===== config.mk =====
export PLATFORM = sky130hd
export DESIGN_NAME = fetch_unit
export DESIGN_NICKNAME = d
export VERILOG_FILES = /design/src/rtl/fetch_unit.sv
export SDC_FILE = /design/constraint.sdc
export NUM_CORES = 1
export LEC_CHECK = 0
export ABC_AREA = 1
export CORE_AREA = 3 3 141 143
export CTS_CLUSTER_DIAMETER = 100
export DETAILED_ROUTE_END_ITERATION = 6
export DIE_AREA = 0 0 144 146
export GPL_TIMING_DRIVEN = 0
export SLEW_MARGIN = 0
export SYNTH_ARGS = -nofsm -noshare
export SYNTH_HDL_FRONTEND = slang
export SYNTH_SLANG_ARGS = --single-unit

===== constraint.sdc =====
create_clock -name clk -period 3.6 [get_ports clk]
set_input_delay 0.72 -clock clk [delete_from_list [all_inputs] [get_ports clk]]
set_output_delay 0.72 -clock clk [all_outputs]
set_load 0.005 [all_outputs]

===== src/rtl/fetch_unit.sv =====
// fetch_unit: program counter and single-outstanding instruction fetch
// over a valid/ready memory port, with redirect, stall and flush.
module fetch_unit #(
  parameter int unsigned         ADDR_W   = 32,
  parameter int unsigned         DATA_W   = 32,
  parameter logic [ADDR_W-1:0]   RESET_PC = '0,
  parameter int unsigned         PC_STEP  = 4
) (
  input  logic              clk,
  input  logic              reset,
  output logic              mem_req_valid,
  input  logic              mem_req_ready,
  output logic [ADDR_W-1:0] mem_req_addr,
  input  logic              mem_rsp_valid,
  input  logic [DATA_W-1:0] mem_rsp_data,
  input  logic              branch_valid,
  input  logic [ADDR_W-1:0] branch_target,
  input  logic              stall,
  output logic [ADDR_W-1:0] pc_out,
  output logic [DATA_W-1:0] instruction,
  output logic              instr_valid
);

  typedef enum logic [1:0] {
    IDLE,
    REQ,
    WAIT,
    HOLD
  } state_t;

  state_t            state;
  state_t            state_n;
  logic [ADDR_W-1:0] pc;
  logic [ADDR_W-1:0] pc_n;
  logic              flush;
  logic              flush_n;
  logic              load;
  logic              drop;

  // A redirect withdraws the request in the cycle it arrives.
  assign mem_req_valid = (state == REQ) && !branch_valid;
  assign mem_req_addr  = pc;

  // Next state, next pc, flush tracking and output load/clear strobes.
  always_comb begin
    state_n = state;
    pc_n    = pc;
    flush_n = flush;
    load    = 1'b0;
    drop    = 1'b0;
    unique case (state)
      IDLE: state_n = REQ;
      REQ: begin
        if (branch_valid) begin
          pc_n = branch_target;
        end else if (mem_req_ready) begin
          state_n = WAIT;
        end
      end
      WAIT: begin
        if (mem_rsp_valid) begin
          if (flush || branch_valid) begin
            flush_n = 1'b0;
            if (branch_valid) begin
              pc_n = branch_target;
            end
            state_n = REQ;
          end else begin
            load    = 1'b1;
            state_n = HOLD;
          end
        end else if (branch_valid) begin
          pc_n    = branch_target;
          flush_n = 1'b1;
        end
      end
      HOLD: begin
        if (branch_valid) begin
          pc_n    = branch_target;
          drop    = 1'b1;
          state_n = REQ;
        end else if (!stall) begin
          pc_n    = pc + ADDR_W'(PC_STEP);
          drop    = 1'b1;
          state_n = REQ;
        end
      end
      default: state_n = IDLE;
    endcase
  end

  // Control state: FSM, fetch pc and pending-flush flag.
  always_ff @(posedge clk) begin
    if (reset) begin
      state <= IDLE;
      pc    <= RESET_PC;
      flush <= 1'b0;
    end else begin
      state <= state_n;
      pc    <= pc_n;
      flush <= flush_n;
    end
  end

  // Presented instruction; pc_out/instruction persist after valid drops.
  always_ff @(posedge clk) begin
    if (reset) begin
      pc_out      <= RESET_PC;
      instruction <= '0;
      instr_valid <= 1'b0;
    end else if (load) begin
      pc_out      <= pc;
      instruction <= mem_rsp_data;
      instr_valid <= 1'b1;
    end else if (drop) begin
      instr_valid <= 1'b0;
    end
  end

endmodule


==> flow_summary.json, run 1 <==
{
  "crit_path_top_delay_cell": "clkdlybuf4s50_1",
  "hold_class": "register to register",
  "cts_buffer_depth": 2,
  "antenna_left": 0,
  "port_buffers": 166,
  "cts_setup_buffers": 0,
  "rrSetupSlack_ps": 1510,
  "pwr-share-clk_pct": 38.5,
  "clk_pin_slew_ps": 70,
  "fin_setup_tns_ps": 0,
  "grt_max_degree": 16,
  "period_needed_ps": 2310,
  "hold_depth": 2,
  "nets": 962,
  "grt_pass1_vias": 4823,
  "root_buffer": "clkbuf_16",
  "drive_gt1_share_pct": 4.37,
  "rsz0062_at_grt": "no",
  "die_w_um": 144,
  "holdBufCountCts": 0,
  "required_ps": 2880,
  "r2r_end": "mem_req_addr[12]$_SDFFE_PP0P_",
  "hold_path_startpoint": "mem_req_addr[0]$_SDFFE_PP0P_",
  "p_seq_share_pct": 45.4,
  "max_clock_freq_mhz": 433,
  "final_cell_mix": "nor2_1, clkdlybuf4s50_1, nand2_1, dfxtp_1, o21ai_0",
  "fp.dieArea_um2": 21000,
  "path_max_fanout": 4,
  "synthArstFlopShare_pct": 0,
  "start_util_pct": 25.0,
  "vdd.ir_drop.worst_v": 0.000248,
  "cts_max_level": 3,
  "max_stage_delay_ps": 510,
  "critPathArrivalTime_ps": 1590,
  "syn_inst": 710,
  "core_area_um2": 18700,
  "overflow": 0,
  "finalCritPeriodShare_pct": 64.2,
  "seq_area_frac_synth_pct": 42.9,
  "yosys_register_bits": 100,
  "drt-total-wl_mm": 18.1,
  "setup_violations": 0,
  "worstSetupPathType": "register to output port",
  "die_y_um": 146,
  "cts_tree": "built",
  "fin_ws_ps": 1290,
  "drv_slew": 0,
  "cts_buffers": 9,
  "switching_power_w": 0.000715,
  "min_to": "pc_out[0]$_SDFFE_PP0P_",
  "gr-usage-all-layers_pct": 16.9,
  "report.final.hold_viol_count": 0,
  "drc_errors": 0,
  "num_rows": 50,
  "status": "complete, no violations",
  "synth.distinct_cells": 26,
  "worstRegToRegCells": 8,
  "clk_latency_ps": 350,
  "ios": 168,
  "cap_violations": 0,
  "start_kind": "register",
  "dr_total_vias": 5211,
  "r2r_start": "state[0]$_SDFFE_PP0P_",
  "drt-wirelength-per-cell_um": 16.1,
  "pre_cts_ws_ps": 1110,
  "max_slew.worst_pin.slew_ps": 673,
  "num_antenna_cells": 0,
  "synth_area_um2": 4670,
  "power_frac_comb_pct": 16.1,
  "synth_nets": 785,
  "synth_ff_type": "dfxtp_1",
  "synth.avg_cell_area_um2": 6.57,
  "clock_skew_ps": 8.99,
  "layout_commonest_cell": "nor2_1",
  "dr.pass1.iters": 5,
  "synth_edf_count": 0,
  "yosys_warnings": 0,
  "powerDensity_nw_per_um2": 392,
  "finalInstanceArea_um2": 6950,
  "gp_congestion": 0.908,
  "dp_hpwl_mm": 13.7,
  "nFillCells": 2015,
  "vias_per_cell": 4.63,
  "switching_share_pct": 26.3,
  "grt_pass1_wl_mm": 27.6,
  "first_iter_violations": 394,
  "cts_resized": 0,
  "cp_cell_sequence": "inv_1, ha_1, inv_1, nor2_1, clkdlybuf4s50_1",
  "antenna_found_initial": 0,
  "intPower_w": 0.00201,
  "max_slew_margin_pct": 55.1,
  "place_area_um2": 6620,
  "cts.sinks": 100,
  "area_growth_pct": 48.8,
  "p_leak_nw": 2.54,
  "endpoint_kind": "output port",
  "cpMostUsedCell": "inv_1"
}
## how the worst max path moves through the flow
stage,from,to,slack [ps]
after floorplan,branch_valid,mem_req_addr[7]$_SDFFE_PP0P_,1690
after global placement,stall,mem_req_addr[12]$_SDFFE_PP0P_,1110
after detailed placement,stall,mem_req_addr[8]$_SDFFE_PP0P_,1110
after CTS,state[1]$_SDFFE_PP0P_,mem_req_valid,1250
after global routing,state[1]$_SDFFE_PP0P_,mem_req_valid,1170
final,state[1]$_SDFFE_PP0P_,mem_req_valid,1290
## sequential cells by signal, summed over array words and instances (netlist names)
signal and cells:
state 2, mem_req_addr 32, pc_out 32, flush 1, instruction 32, instr_valid 1
## cells by family after synthesis
family | share of synthesized area [%]
buf+inv | 6.92
compound gates | 17.2
fa+ha+maj | 1.34
simple gates | 31.7
flops | 42.9
## metrics by stage
stage / total power [W] / cells / hold WS (ps) / util (%)
floorplan: 0.00143 / 710 / 460 / -
global placement: 0.00170 / 1110 / 457 / 35.4
detailed placement: 0.00170 / 1110 / 467 / 35.4
CTS: 0.00276 / 1126 / 477 / 37.1
global route: 0.00285 / 1126 / 499 / 37.1
finish: 0.00272 / 1126 / 476 / 37.1
## synthesized netlist by cell type, types with 5 or more instances
cell type,instances,area (um^2)
dfxtp_1,100,2000
nand2_1,146,548
nand4_1,6,37.5
a21oi_1,61,305
clkbuf_1,21,78.8
nor3_1,5,25.0
o21ai_0,90,450
nand3_1,32,160
nor2_1,170,638
buf_2,12,60.1
inv_1,41,154
ha_1,5,62.6
## power by group through the flow
| stage | logic [W] | registers, W | clock network (W) |
|---|---|---|---|
| global route | 0.000485 | 0.00124 | 0.00112 |
| global placement | 0.000435 | 0.00126 | 0 |
| detailed placement | 0.000438 | 0.00126 | 0 |
| finish | 0.000439 | 0.00124 | 0.00105 |
| CTS | 0.000442 | 0.00124 | 0.00108 |
| floorplan | 0.000186 | 0.00124 | 0 |
## cell type report
| class | instances | area (um^2) | share of cell area (%) |
|---|---|---|---|
| inverters | 44 | 165 | 2.38 |
| multi-input cells | 531 | 2340 | 33.7 |
| flip-flops and latches | 100 | 2000 | 28.8 |
| repair buffers | 166 | 1660 | 23.9 |
| clock inverters | 3 | 42.5 | 0.613 |
| well taps | 234 | 293 | 4.22 |
| plain buffers | 35 | 158 | 2.27 |
| clock buffers | 13 | 280 | 4.04 |
## routing by layer
layer	global-route usage, %	routed length, um	vias up
met5	0	0	-
met3	4.24	1190	28
li1	-	-	2652
met4	5.04	378	0
met2	25.2	8000	170
met1	24.0	8570	2361
## worst max-delay path, delay by kind of cell (launching register included)
family                   cells  cell delay (ps)
adder cells (fa/ha/maj)      1              160
buffers and inverters        3              660
flip-flops                   1              340
AND/OR/NAND/NOR              1               80
Note: power is estimated with default switching activity, not from simulation.
==> inputs of run 2 (changes only) <==
==> constraint.sdc (replaced) <==
create_clock -name clk -period 2.3 [get_ports clk]
set_input_delay 0.46 -clock clk [delete_from_list [all_inputs] [get_ports clk]]
set_output_delay 0.46 -clock clk [all_outputs]
set_load 0.005 [all_outputs]
==> results of run 2 <==
Same layout as run 1 (identical final DEF). Status: complete, no violations.
Among the figures that moved: setup slack after placement 1110 ps -> 71.1 ps; setup slack after layout 1290 ps -> 210 ps; start point of the critical path state[1]$_SDFFE_PP0P_ -> state[0]$_SDFFE_PP0P_; end point of the critical path mem_req_valid -> mem_req_addr[12]$_SDFFE_PP0P_; register-to-register setup slack 1510 ps -> 210 ps; total power 0.00272 W -> 0.00426 W; worst IR drop on VDD 0.000248 V -> 0.000388 V
==> inputs of run 3 (changes only) <==
--- a/config.mk
+++ b/config.mk
@@ -5,11 +5,11 @@
 export SDC_FILE = /design/constraint.sdc
 export NUM_CORES = 1
 export LEC_CHECK = 0
-export ABC_AREA = 1
-export CORE_AREA = 3 3 141 143
+export CORE_AREA = 3 3 138 140
 export CTS_CLUSTER_DIAMETER = 100
 export DETAILED_ROUTE_END_ITERATION = 6
-export DIE_AREA = 0 0 144 146
+export DIE_AREA = 0 0 141 143
+export GPL_ROUTABILITY_DRIVEN = 0
 export GPL_TIMING_DRIVEN = 0
 export SLEW_MARGIN = 0
 export SYNTH_ARGS = -nofsm -noshare
==> constraint.sdc (replaced) <==
create_clock -name clk -period 2.5 [get_ports clk]
set_input_delay 0.5 -clock clk [delete_from_list [all_inputs] [get_ports clk]]
set_output_delay 0.5 -clock clk [all_outputs]
set_load 0.005 [all_outputs]
==> flow_summary.json, run 3 <==
{
  "die_y_um": 143,
  "holdWs_ps": 454,
  "antenna_found_initial": 0,
  "dp_hpwl_mm": 12.4,
  "clk_pin_slew_ps": 80,
  "use_met3_pct": 5.19,
  "port_buffers": 166,
  "grt_pass1_vias": 4648,
  "grt_pass1_wl_mm": 26.7,
  "max_slew_margin_pct": 40.5,
  "hold_class": "register to register",
  "power_frac_comb_pct": 13.6,
  "synth.cells.most_frequent": "nand2_1, dfxtp_1, a21oi_1",
  "max_clock_freq_mhz": 418,
  "area_growth_pct": 50.6,
  "stdcell_count": 1000,
  "switching_share_pct": 27.6,
  "num_rows": 49,
  "grtUsageMet2_pct": 26.5,
  "gr-usage-all-layers_pct": 16.8,
  "start_kind": "register",
  "ios": 168,
  "intPower_w": 0.00260,
  "seq_area_frac_synth_pct": 44.6,
  "synth_edf_count": 0,
  "final_cell_mix": "clkdlybuf4s50_1, nand2_1, dfxtp_1, a21oi_1, nor2_1",
  "seq_area_um2": 2010,
  "setup_violations": 0,
  "status": "complete, no violations",
  "holdBufCountCts": 0,
  "grt_busiest_layer": "met2",
  "yosys_register_bits": 100,
  "final_util_pct": 37.6,
  "hold_depth": 2,
  "rsz0062_at_grt": "no",
  "period_needed_ps": 2390,
  "num_antenna_cells": 0,
  "clock_skew_ps": 7.93,
  "die_w_um": 141,
  "start_util_pct": 25.0,
  "drive_gt1_share_pct": 5.58,
  "nets": 841,
  "endpoint_kind": "register",
  "syn_inst": 589,
  "finalInstanceArea_um2": 6760,
  "synth_nets": 664,
  "cts.sinks": 100,
  "cts_buffers": 9,
  "grt_max_degree": 19,
  "cp_cell_sequence": "ha_2, nand4_2, or4_4, or2_4, or4_1, a31oi_1",
  "drv_slew": 0,
  "synth.most_common_cell": "nand2_1",
  "synth.distinct_cells": 48,
  "drt-total-wl_mm": 16.9,
  "placed_cells": 984,
  "max_stage_delay_ps": 620,
  "powerDensity_nw_per_um2": 532,
  "layout_commonest_cell": "clkdlybuf4s50_1",
  "synth_top_area_share_pct": 44.6,
  "vias_per_cell": 4.87,
  "p_seq_share_pct": 48.1,
  "synth.avg_cell_area_um2": 7.62,
  "vdd.ir_drop.worst_v": 0.000358,
  "synth_ff_type": "dfxtp_1",
  "antenna_left": 0,
  "worstSetupPathType": "register to register",
  "yosys.area.top_type": "dfxtp_1",
  "overflow": 0,
  "p_leak_nw": 2.21,
  "path_max_fanout": 7,
  "synth_area_leaders": "dfxtp_1, nand2_1, a21oi_1",
  "max_slew.worst_pin.slew_ps": 890,
  "required_ps": 2780,
  "switching_power_w": 0.000993,
  "first_iter_violations": 296,
  "place_area_um2": 6430,
  "gr-usage-met1_pct": 22.9,
  "cts_max_level": 3,
  "nFillCells": 1859,
  "cts_tree": "built",
  "drc_errors": 0,
  "multi_input_area_um2": 2320,
  "core_area_um2": 18000,
  "fp.dieArea_um2": 20200,
  "pwr-share-clk_pct": 38.3,
  "cts_buffer_depth": 2,
  "clk_latency_ps": 350,
  "crit_path_top_delay_cell": "or4_4",
  "root_buffer": "clkbuf_16",
  "worstRegToRegCells": 6,
  "critPathArrivalTime_ps": 2680,
  "drt-wirelength-per-cell_um": 16.9,
  "report.final.hold_viol_count": 0,
  "synthArstFlopShare_pct": 0,
  "yosys_warnings": 0,
  "finalCritPeriodShare_pct": 95.7,
  "dr_total_vias": 4869,
  "cap_violations": 0,
  "dr.pass1.iters": 4,
  "synth_area_um2": 4490
}
run 3: cell types whose count changed in the layout (fill, tap and decap cells not counted), sizes merged, moves of 9 or more:
| cell | change |
|---|---|
| nor2 | -133 |
| o21ai | -74 |
| inv | -33 |
| a21oi | +23 |
| nand3 | -19 |
| clkbuf | +14 |
| buf | -13 |
| nand2 | +10 |
| o211ai | +9 |
run 3: stage by stage:
step	worst slack, ps	setup TNS (ps)	total power [W]
after global routing	10.8	0	0.00376
final	107	0	0.00359
after CTS	15.1	0	0.00364
after global placement	-582	-25910	0.00225
after floorplan	251	0	0.00194
after detailed placement	-676	-29370	0.00225
run 3: cells by family after synthesis:
family          after synthesis  synth area share (%)
simple gates                277                  28.4
compound gates              155                  20.6
flops                       100                  44.6
buf+inv                      48                  4.02
fa+ha+maj                     5                  1.39
mux                           4                 0.948
run 3: timing repair:
action	CTS	global route
hold endpoints to repair	0	0
gates cloned	0	0
buffers inserted	0	0
setup endpoints to repair	51	43
gates resized for setup	5	17
run 3: final timing paths:
kind	from	slack, ps	to
setup reg to reg	mem_req_addr[3]$_SDFFE_PP0P_	110	mem_req_addr[22]$_SDFFE_PP0P_
setup / recovery	mem_req_addr[3]$_SDFFE_PP0P_	110	mem_req_addr[22]$_SDFFE_PP0P_
hold / removal	instruction[15]$_SDFFE_PP0P_	450	instruction[15]$_SDFFE_PP0P_
hold reg to reg	instruction[15]$_SDFFE_PP0P_	450	instruction[15]$_SDFFE_PP0P_
run 3: critical path, delay by kind of cell, from the launching register on:
family / cells / cell delay (ps)
adder cells (fa/ha/maj): 1 / 250
flip-flops: 1 / 410
AND/OR/NAND/NOR: 4 / 1480
AO/OA/AOI/OAI: 1 / 170
run 3: cell type report:
cell class	instances	share of cell area, %
multi-input combinational	441	34.4
timing repair buffer	166	24.6
buffer	40	2.41
clock buffer	9	3.33
sequential	100	29.7
tap	229	4.24
clock inverter	7	0.871
inverter	8	0.445
run 3: metal layers:
metal	share of wire (%)	wire, um
met2	45	7620
met5	0	0
met1	46	7870
met3	7.9	1330
met4	0.73	123
run 3: power groups by stage:
| stage | Combinational [W] | Clock (W) | Sequential (W) |
|---|---|---|---|
| 2_1_floorplan | 0.000199 | 0 | 0.00174 |
| 3_3_place_gp | 0.000488 | 0 | 0.00176 |
| 3_5_place_dp | 0.000483 | 0 | 0.00176 |
| 4_1_cts | 0.000487 | 0.00142 | 0.00173 |
| 5_1_grt | 0.000535 | 0.00149 | 0.00174 |
| 6_report | 0.000488 | 0.00137 | 0.00173 |
